$ cat src/rtl/bcd_seven_seg_scanner.sv
// bcd_seven_seg_scanner: captures BCD digits on load, applies them at frame boundaries and scans them onto one 7-seg bus (in: clk, rst_n, load, hundreds, tens, ones; out: seg, an, frame_done, bcd_err)
module bcd_seven_seg_scanner #(
  parameter int REFRESH_DIV    = 1000,
  parameter bit SEG_ACTIVE_LOW = 1'b1,
  parameter bit AN_ACTIVE_LOW  = 1'b1,
  parameter bit BLANK_LZ       = 1'b1
) (
  input  logic       clk,
  input  logic       rst_n,
  input  logic       load,
  input  logic [3:0] hundreds,
  input  logic [3:0] tens,
  input  logic [3:0] ones,
  output logic [6:0] seg,
  output logic [2:0] an,
  output logic       frame_done,
  output logic       bcd_err
);
  localparam int CW = $clog2(REFRESH_DIV);
  typedef enum logic [1:0] {S_H, S_T, S_O} state_t;
  state_t state, state_nxt;
  logic [CW-1:0] cnt;
  logic [3:0] sh_h, sh_t, sh_o, d_h, d_t, d_o, digit;
  logic pending, tick, boundary, blank;
  logic [6:0] seg_r, seg_nxt;
  logic [2:0] an_r, an_nxt;

  function automatic logic [6:0] decode(input logic [3:0] d);
    case (d)
      4'd0: return 7'h3F;
      4'd1: return 7'h06;
      4'd2: return 7'h5B;
      4'd3: return 7'h4F;
      4'd4: return 7'h66;
      4'd5: return 7'h6D;
      4'd6: return 7'h7D;
      4'd7: return 7'h07;
      4'd8: return 7'h7F;
      4'd9: return 7'h6F;
      default: return 7'h40;
    endcase
  endfunction

  always_comb begin
    tick = cnt == CW'(REFRESH_DIV - 1);
    state_nxt = state;
    if (tick) state_nxt = state == S_H ? S_T : state == S_T ? S_O : S_H;
    boundary = tick && state == S_O;
    digit = state == S_H ? d_h : state == S_T ? d_t : d_o;
    blank = BLANK_LZ && (state == S_H ? d_h == 4'd0 : state == S_T ? (d_h == 4'd0 && d_t == 4'd0) : 1'b0);
    seg_nxt = blank ? 7'h00 : decode(digit);
    an_nxt = blank ? 3'b000 : state == S_H ? 3'b100 : state == S_T ? 3'b010 : 3'b001;
  end

  always_ff @(posedge clk or negedge rst_n)
    if (!rst_n) state <= S_H;
    else state <= state_nxt;

  always_ff @(posedge clk or negedge rst_n)
    if (!rst_n) begin
      cnt        <= '0;
      pending    <= 1'b0;
      {sh_h, sh_t, sh_o} <= '0;
      {d_h, d_t, d_o}    <= '0;
      bcd_err    <= 1'b0;
      frame_done <= 1'b0;
      seg_r      <= '0;
      an_r       <= '0;
    end else begin
      cnt <= tick ? '0 : cnt + CW'(1);
      // copy sees the shadow as it stood before this edge; a same-cycle load stays pending
      if (boundary && pending) begin
        {d_h, d_t, d_o} <= {sh_h, sh_t, sh_o};
        bcd_err <= sh_h > 4'd9 || sh_t > 4'd9 || sh_o > 4'd9;
      end
      if (load) {sh_h, sh_t, sh_o} <= {hundreds, tens, ones};
      pending    <= load | (pending & ~boundary);
      frame_done <= boundary;
      seg_r      <= seg_nxt;
      an_r       <= an_nxt;
    end

  assign seg = seg_r ^ {7{SEG_ACTIVE_LOW}};
  assign an  = an_r ^ {3{AN_ACTIVE_LOW}};
endmodule
$ cat config.mk
export PLATFORM = sky130hd
export DESIGN_NAME = bcd_seven_seg_scanner
export DESIGN_NICKNAME = d
export VERILOG_FILES = /design/src/rtl/bcd_seven_seg_scanner.sv
export SDC_FILE = /design/constraint.sdc
export NUM_CORES = 1
export LEC_CHECK = 0
export CORE_MARGIN = 1.5
export CORE_UTILIZATION = 59
export DETAILED_ROUTE_END_ITERATION = 8
export PLACE_DENSITY = 0.83
export RECOVER_POWER = 100
export SYNTH_ARGS = -nofsm -noshare
export SYNTH_HDL_FRONTEND = slang
export SYNTH_SLANG_ARGS = --single-unit
$ cat constraint.sdc
create_clock -name clk -period 4.17 [get_ports clk]
set_clock_uncertainty 0.15 [all_clocks]
set_input_delay 1.0425 -clock clk [delete_from_list [all_inputs] [get_ports clk]]
set_output_delay 1.0425 -clock clk [all_outputs]
set_load 0.01 [all_outputs]
* Word-level counts from Yosys, hierarchy flattened
Memory sizes are Yosys's and may differ from the RTL's.
Index checks and enable logic that the tools add are counted.
Widths: inputs -> output; s select.
** Word-level totals
- Register bits after elaboration :: 49
- Output and inout bits :: 12
- Bits in read-only memories :: 112
- Logic and storage cells :: 45
- Memories :: 1
** Operators by class
- Muxes and demuxes :: 11
- Bitwise logic cells :: 5
- $lt $le $gt $ge :: 3
- $add $sub $neg :: 1
- Equal/unequal tests :: 3
- Reductions and logical operators :: 8
** Memory list
- (name not given) :: depth 16, bits a word 7, rd ports 1, clocked after Yosys merged registers in 0, write ports 0, line 29 : case (d)
** Operators by type and width (number)
- $gt 4x4->1 const B :: 3
- $add 10x1->10 const B :: 1
- $eq 10x10->1 const B :: 1
- $mux 10 :: 1
- $logic_not 4->1 :: 2
- $mux 4 :: 2
- $mux 7 :: 1
- $not 7->7 :: 1
- $mux 2 :: 3
- $mux 3 :: 2
- $logic_and 1x1->1 :: 3
- $not 3->3 :: 1
- $eq 2x1->1 const B :: 1
- $eq 2x2->1 const B :: 1
- $logic_not 2->1 :: 1
- $logic_or 1x1->1 :: 2
- $mux 1 :: 2
- $and 1x1->1 :: 1
- $not 1->1 :: 1
- $or 1x1->1 :: 1

* Longest topological paths before layout
Gate-level depths: netlist of the first run.
- Depth in word-level cells :: 5
- Depth in mapped cells :: 9
- Gate-level depth less buffers :: 8

* Worst setup path after synthesis of the first run
Ideal clock, no wire load.
- Kind :: register to register
- From :: register state[0]
- To :: register seg_r[0]
- Slack :: 1.890 ns
- Data arrival time :: 1.989 ns
- Cell stages (with the launch flop) :: 8
- Path through :: dfrtp_1 > mux2_2 > mux2i_1 > ha_1 > nor2b_1 > o32ai_1 > a221oi_1 > o22ai_1
** Between the ends
- Longest elaborated chain between the ends :: 5
- Elaborated cells on any way between the ends :: 8
- Classes of those cells :: eq/ne: 1; mux: 5; reduce/logical: 1; memory: 1
** Ends and longest elaborated chain
- start: declaration :: line 21 : state_t state, state_nxt;
- start signal: assignment :: line 57 : else state <= state_nxt;
- $eq 2x1->1 :: line 49, 50
- $mux 4 (2 in a row) :: line 49 : digit = state == S_H ? d_h : state == S_T ? d_t : d_o;
- $mem_v2 16x7
- $mux 7 (*) :: line 51 : seg_nxt = blank ? 7'h00 : decode(digit);
- via seg_nxt[0] :: line 25 : logic [6:0] seg_r, seg_nxt;
- end signal: assignment :: line 79 : seg_r <= seg_nxt;
- end: declaration :: line 25
Mark *: on every way through the listed nets, which the timed path passes. The rest lies on a longest branch.
A chain may end at the register's enable or synchronous reset.

==> results_dict.tcl, run 1 <==
set metrics [dict create \
    synth_edf_count 0 \
    yosysTopAreaCellShare 0.529 \
    ys_ff_latch 49 \
    finalSetupTns_ns 0 \
    syn_to_final_growth_pct 13.4 \
    syn_inst 195 \
    overflow 0 \
    cp_top_family "buffers and inverters" \
    start_util 0.624 \
    nFillCells 303 \
    clkTransAtPathRegs_ns 0.08 \
    relSlewSlack -0.632 \
    cts_resized 0 \
    num-nets-final 243 \
    antenna_cells 0 \
    hold_ws_ns 0.343 \
    clockBufferDepth 2 \
    violations "max-capacitance violations, max-slew violations" \
    cts_buffers 5 \
    arrival_ns 2.77 \
    drt_iter0_markers 76 \
    ant_nets 0 \
    ys_top_cells_by_count "dfrtp_1 (49), mux2_2 (18), inv_1 (17)" \
    start_kind "primary input" \
    p_per_area_nw_per_um2 306 \
    vias_per_cell 5.63 \
    cts_max_level 2 \
    clock_latency_ns 0.30 \
    min_period_ns 3.03 \
    drt-wirelength-per-cell_um 14.7 \
    drc 0 \
    grt_max_degree 50 \
    synth_top_area_cell "dfrtp_1" \
    cts_setup_buffers 0 \
    rrSetupSlack_ns 1.30 \
    core_area_um2 3720 \
    cp_slowest_cell "clkbuf_1" \
    root_buffer "clkbuf_8" \
    drv_slew 50 \
    async_flop_share 1.00 \
    path_max_fanout 49 \
    cp_data_required_time_ns 3.91 \
    ctsHoldBuffers 0 \
    synth.top_cells.by_area "dfrtp_1 (53%), mux2_2 (8.7%), mux2_4 (6.5%)" \
    row_count 22 \
    layout-drive-gt1-share 0.113 \
    finalHoldViolCount 0 \
    path_cells "clkbuf_1" \
    grt_pass1_wl_mm 7.17 \
    rr_endpoint "seg_r[3]" \
    holdPathEnd "cnt[0]" \
    yosysMostFrequentCell "dfrtp_1" \
    gp_congestion 0.954 \
    setup_violations 0 \
    dieWidth_um 65.7 \
    first_pass_iters 4 \
    ys_types 41 \
    dp_hpwl_mm 2.89 \
    seq_area_um2 1230 \
    track_usage 0.221 \
    hold-path-cell-count 1 \
    crit_path_end_kind "asynchronous set/reset pin" \
    multiInputGateArea_um2 941 \
    status "complete, but fails checks" \
    num_vias 1521 \
    die_h_um 65.7 \
    critPathBufInv 1 \
    synth_warnings 0 \
    r2r_cells 7 \
    cellLeakagePower_nw 1.25 \
    ys.flop_type "dfrtp_1" \
    portBuffers 26 \
    synth_nets 216 \
    slowest_delay_ns 1.71 \
    finalCritPeriodShare 0.726 \
    die_area_um2 4320 \
    cts_tree "yes" \
    grt_pass1_vias 1542 \
    peakVddDrop_mv 0.274 \
    rsz0062_at_grt "false" \
    ys_seq_area_frac 0.529 \
    avgSynthCellArea_um2 11.9 \
    crit_type "in2async" \
    hp-start "cnt[0]" \
    cap_violations 1 \
    r2r-start "state[0]" \
    cts_sinks 49 \
    max_freq_mhz 330 \
    ios 27 \
    mappedNetlistArea_um2 2320 \
    worst_slew_pin_slew_ns 2.45 \
    wl_mm 3.97 \
    antenna_found_initial 0 \
    hold_path_class "reg2reg" \
]
[where the power goes]
group / internal [mW] / total, mW / switching (mW)
combinational: 0.0221 / 0.0382 / 0.0161
clock: 0.132 / 0.272 / 0.141
sequential: 0.486 / 0.495 / 0.00820
[how the worst max path moves through the flow]
stage,from,endpoint,slack [ns],cells past startpoint
after CTS,state[0],seg_r[3],1.32,7
after global routing,rst_n,seg_r[4],0.59,1
after global placement,state[0],seg_r[0],1.52,7
after detailed placement,state[0],seg_r[3],1.36,7
final,rst_n,seg_r[4],1.14,1
after floorplan,state[0],seg_r[0],1.89,7
[state kept, by name, indices dropped and copies added, names as in the netlist]
| register | cells |
|---|---|
| cnt | 10 |
| seg_r | 7 |
| d_h | 4 |
| d_o | 4 |
| d_t | 4 |
| sh_h | 4 |
| sh_o | 4 |
| sh_t | 4 |
| an_r | 3 |
| state | 2 |
| bcd_err | 1 |
| frame_done | 1 |
| pending | 1 |
[kinds of logic after synthesis]
kind of cell,Yosys count,synth area share
adders and majority gates,6,0.0324
DFF,49,0.529
and+or+nand+nor,48,0.110
buffers and inverters,23,0.0442
xor gates and xnor gates,7,0.0264
muxes,32,0.171
AOI/OAI and AO/OA,30,0.0874
[routing by layer]
| layer | GRT usage | up-vias | share of wire |
|---|---|---|---|
| met4 | 0.115 | 0 | 0.025 |
| met1 | 0.264 | 745 | 0.44 |
| li1 | - | 728 | - |
| met3 | 0.0497 | 9 | 0.040 |
| met2 | 0.371 | 39 | 0.49 |
| met5 | 0 | - | 0 |
[area by class of cell]
type,instances,area share
clock buffer,7,0.0328
multi-input combinational,123,0.358
inverter,17,0.0243
timing repair buffer,26,0.0965
tap,48,0.0228
sequential,49,0.466
[stage by stage]
step                area [um2]  power (mW)  instances  utilization  setup slack [ns]
floorplan                 2320       0.517        195            -              1.89
global placement          2600       0.542        263        0.699              1.52
detailed placement        2600       0.545        263        0.699              1.36
CTS                       2680       0.815        270        0.722              1.32
global route              2630       0.834        270        0.708             0.586
finish                    2630       0.805        270        0.708              1.14
[placed cells by master, fill, tap and decap left out, types with 2 or more instances in the layout]
master / n
clkbuf_1: 2
mux2_1: 10
nor2_1: 11
and4_1: 2
and3_1: 4
ha_1: 6
clkbuf_8: 6
dfrtp_1: 49
o21ai_0: 6
nor3_1: 3
dlygate4sd3_1: 13
nand2b_1: 3
nand2_1: 10
a21oi_1: 6
nor2b_1: 2
a21o_1: 2
xnor2_1: 3
inv_1: 17
mux2i_1: 3
o22ai_1: 2
o21a_1: 3
nand3_1: 10
clkdlybuf4s50_1: 12
mux2_2: 18
xor2_1: 4
No activity file was read; power rests on OpenSTA's default activity.
==> inputs of run 2 (changes only) <==
CORE_UTILIZATION = 55   (was 59)
PLACE_DENSITY = 0.79   (was 0.83)
clock period = 3 ns   (was 4.17 ns; I/O delays follow)
==> run 2 against run 1 <==
The flow now finishes without violations. Clock power increased by 28%. Power increased by 35%. Global-route usage down 3.8 points. Sequential share of layout area shrank 0.13 points. Largest cell class unchanged.
==> results_dict.tcl, run 2 (synthesis gave the netlist of run 1 again) <==
set metrics [dict create \
    crit_path_end_kind "register" \
    grt_max_degree 50 \
    die_h_um 67.9 \
    start_util 0.576 \
    nFillCells 336 \
    cts_buffers 5 \
    cp_data_required_time_ns 3.01 \
    grt_pass1_wl_mm 6.20 \
    syn_to_final_growth_pct 13.8 \
    rrSetupSlack_ns 0.32 \
    drt_iter0_markers 100 \
    cts_max_level 2 \
    holdPathEnd "cnt[0]" \
    antenna_found_initial 0 \
    track_usage 0.183 \
    drc 0 \
    finalHoldViolCount 0 \
    mostFrequentLayoutCells "dfrtp_1 (49), mux2_2 (18), inv_1 (17)" \
    rr_endpoint "seg_r[0]" \
    root_buffer "clkbuf_8" \
    ios 27 \
    drt-wirelength-per-cell_um 13.7 \
    clockBufferDepth 2 \
    finalSetupTns_ns 0 \
    wl_mm 3.75 \
    setup_violations 0 \
    clock_latency_ns 0.29 \
    cellLeakagePower_nw 1.25 \
    finalPower_mw 1.09 \
    largest-register "cnt" \
    row_count 23 \
    hp-start "cnt[0]" \
    dp_hpwl_mm 2.63 \
    crit_type "reg2reg" \
    portBuffers 26 \
    status "finished, final reports clean" \
    drv_slew 0 \
    worst_slack_ns 0.316 \
    largest_reg_flops 10 \
    gp_congestion 0.834 \
    start_kind "register" \
    hold_ws_ns 0.341 \
    p_per_area_nw_per_um2 412 \
    num_vias 1502 \
    r2r-start "state[0]" \
    min_period_ns 2.68 \
    core_area_um2 4030 \
    ctsHoldBuffers 0 \
    cts_setup_buffers 0 \
    cts_sinks 49 \
    dieWidth_um 67.9 \
    cts_resized 0 \
    top_regs "cnt (10), seg_r (7)" \
    layout-drive-gt1-share 0.125 \
    dp_slack_ns 0.491 \
    max_freq_mhz 373 \
    cts_tree "yes" \
    num-nets-final 246 \
    die_area_um2 4620 \
    cap_violations 0 \
    stdcell_area_um2 2640 \
    finalCritPeriodShare 0.895 \
    final_common_cell "dfrtp_1" \
    grt_pass1_vias 1338 \
    peakVddDrop_mv 0.285 \
    overflow 0 \
    antenna_cells 0 \
    hold-path-cell-count 1 \
    ant_nets 0 \
    r2r_cells 8 \
    hold_path_class "reg2reg" \
    arrival_ns 2.69 \
    first_pass_iters 5 \
    relSlewSlack 0.230 \
    worst_slew_pin_slew_ns 1.16 \
    placed_cell_area_um2 2620 \
    path_max_fanout 14 \
    multiInputGateArea_um2 941 \
    seq_area_um2 1230 \
    rsz0062_at_grt "false" \
    vias_per_cell 5.48 \
    clkTransAtPathRegs_ns 0.08 \
]
-- run 2: critical path, stage by stage (launching register included) --
cell	delay, ns
dfrtp_1	0.64
mux2_2	0.40
mux2i_1	0.18
buf_4	0.19
ha_1	0.19
nor2b_1	0.18
o32ai_1	0.12
a221oi_1	0.36
o22ai_1	0.15
-- run 2: worst max path at each step --
stage              from  endpoint
6_report       state[0]  seg_r[0]
5_1_grt        state[0]  seg_r[0]
4_1_cts        state[0]  seg_r[0]
3_5_place_dp   state[0]  seg_r[0]
3_3_place_gp   state[0]  seg_r[3]
2_1_floorplan  state[0]  seg_r[0]
-- run 2: area by class of cell --
cell class | instances | area share
clock buffer | 5 | 0.0261
clock inverter | 1 | 0.00190
inverter | 17 | 0.0242
multi-input combinational | 123 | 0.357
sequential | 49 | 0.465
tap | 50 | 0.0237
timing repair buffer | 29 | 0.103
-- run 2: per-stage QoR --
stage,cells,utilization
global placement,268,0.651
floorplan,195,-
CTS,274,0.669
detailed placement,268,0.651
global route,274,0.655
finish,274,0.655
-- run 2: power breakdown --
group	switching, mW	leakage, nW	internal [mW]	total, mW
logic	0.0220	0.575	0.0314	0.0533
registers	0.0106	0.638	0.676	0.687
clock network	0.194	0.0399	0.154	0.347
total	0.226	1.25	0.861	1.09
-- run 2: routing by layer --
metal,vias to the layer above,GRT usage,share of wire
li1,737,-,-
met1,701,0.259,0.48
met2,52,0.279,0.46
met3,12,0.0362,0.040
met4,0,0.0700,0.019
met5,-,0,0
==> inputs of run 3 (changes only) <==
REMOVE_ABC_BUFFERS = 1   (was default)
==> run 3 against run 2 <==
Sequential cell count unchanged. Count of clock-buffer cells in the layout unchanged. Global-route usage up 0.74 points. Clock power up 7.2%. Setup slack better by 0.18 ns. First-iteration DRC count down 68%. Die area unchanged. Largest power group unchanged. Highest routed layer unchanged.
==> results_dict.tcl, run 3 (synthesis gave the netlist of run 1 again) <==
set metrics [dict create \
    status "finished, final reports clean" \
    die_h_um 67.9 \
    dp_hpwl_mm 2.79 \
    gp_congestion 0.892 \
    crit_type "reg2reg" \
    drt_iter0_markers 32 \
    num_vias 1464 \
    min_period_ns 2.50 \
    largest-register "cnt" \
    wl_mm 3.82 \
    path_max_fanout 14 \
    top_regs "cnt (10), seg_r (7)" \
    clockBufferDepth 2 \
    seq_area_um2 1230 \
    multiInputGateArea_um2 953 \
    core_area_um2 4030 \
    relSlewSlack 0.224 \
    nFillCells 341 \
    crit_path_end_kind "register" \
    hold_ws_ns 0.337 \
    max_freq_mhz 400 \
    ant_nets 0 \
    dp.cells 267 \
    cts_max_level 2 \
    start_util 0.576 \
    syn_to_final_growth_pct 14.7 \
    grt_max_degree 50 \
    num-nets-final 245 \
    clkTransAtPathRegs_ns 0.09 \
    rsz0062_at_grt "false" \
    worst_slew_pin_slew_ns 1.16 \
    antenna_cells 0 \
    cts_setup_buffers 0 \
    cp_data_required_time_ns 3.01 \
    grt_pass1_vias 1380 \
    portBuffers 26 \
    finalPower_mw 1.11 \
    peakVddDrop_mv 0.379 \
    cts_resized 0 \
    p_per_area_nw_per_um2 418 \
    layout-drive-gt1-share 0.138 \
    setup_violations 0 \
    cts_tree "yes" \
    cts_buffers 5 \
    row_count 23 \
    worst_slack_ns 0.498 \
    root_buffer "clkbuf_8" \
    arrival_ns 2.52 \
    drc 0 \
    first_pass_iters 4 \
    finalHoldViolCount 0 \
    largest_reg_flops 10 \
    vias_per_cell 5.32 \
    mostFrequentLayoutCells "dfrtp_1 (49), mux2_2 (18), inv_1 (17)" \
    dieWidth_um 67.9 \
    drv_slew 0 \
    hold_path_class "reg2reg" \
    stdcell_area_um2 2660 \
    dp_slack_ns 0.516 \
    placed_cell_area_um2 2610 \
    start_kind "register" \
    track_usage 0.190 \
    clock_latency_ns 0.29 \
    ctsHoldBuffers 0 \
    cts_sinks 49 \
    final_common_cell "dfrtp_1" \
    fin_util 0.660 \
    finalSetupTns_ns 0 \
    finalCritPeriodShare 0.834 \
    grt_pass1_wl_mm 6.45 \
    antenna_found_initial 0 \
    ios 27 \
    cap_violations 0 \
    fin_cells 275 \
    cellLeakagePower_nw 1.26 \
    overflow 0 \
    die_area_um2 4620 \
    drt-wirelength-per-cell_um 13.9 \
]
==> run 3: changes by cell type in the layout (fill, tap and decap cells not counted) <==
cell and delta:
nand3_4 +1, clkbuf_1 -1, clkinv_2 +1, nand3_1 -1, clkinvlp_4 +1
==> run 3: power by group <==
group,internal (mW),total [mW],leakage [nW],switching [mW]
clock,0.161,0.372,0.0439,0.211
combinational,0.0314,0.0540,0.574,0.0226
sequential,0.676,0.687,0.638,0.0107
==> run 3: path summary, 6_finish.rpt <==
path                       startpoint        to  slack (ns)  cells after the start
setup reg to reg             state[0]  seg_r[3]        0.50                      8
max in group asynchronous       rst_n    d_h[0]        1.39                      2
setup / recovery             state[0]  seg_r[3]        0.50                      8
hold reg to reg               sh_h[0]    d_h[0]        0.34                      1
min in group asynchronous       rst_n   an_r[0]        0.61                      2
hold / removal                sh_h[0]    d_h[0]        0.34                      1
==> run 3: worst max-delay path: stages (launching register included) <==
cell,delay (ns)
dfrtp_1,0.61
mux2_2,0.38
mux2i_1,0.14
buf_4,0.17
ha_1,0.18
nor2b_1,0.14
o32ai_1,0.10
a221oi_1,0.36
o22ai_1,0.14
==> run 3: cell type report <==
cell class                      instances  share of cell area
Tap cell                               50              0.0235
Inverter                               17              0.0240
Clock inverter                          3             0.00659
Timing Repair Buffer                   28               0.101
Multi-Input combinational cell        123               0.358
Clock buffer                            5              0.0259
Sequential cell                        49               0.461
==> run 3: routing by layer <==
layer / part of all wire / global-route usage / up-vias
li1: - / - / 738
met1: 0.50 / 0.262 / 694
met2: 0.46 / 0.288 / 28
met3: 0.029 / 0.0510 / 4
met4: 0.011 / 0.0750 / 0
met5: 0 / 0 / -
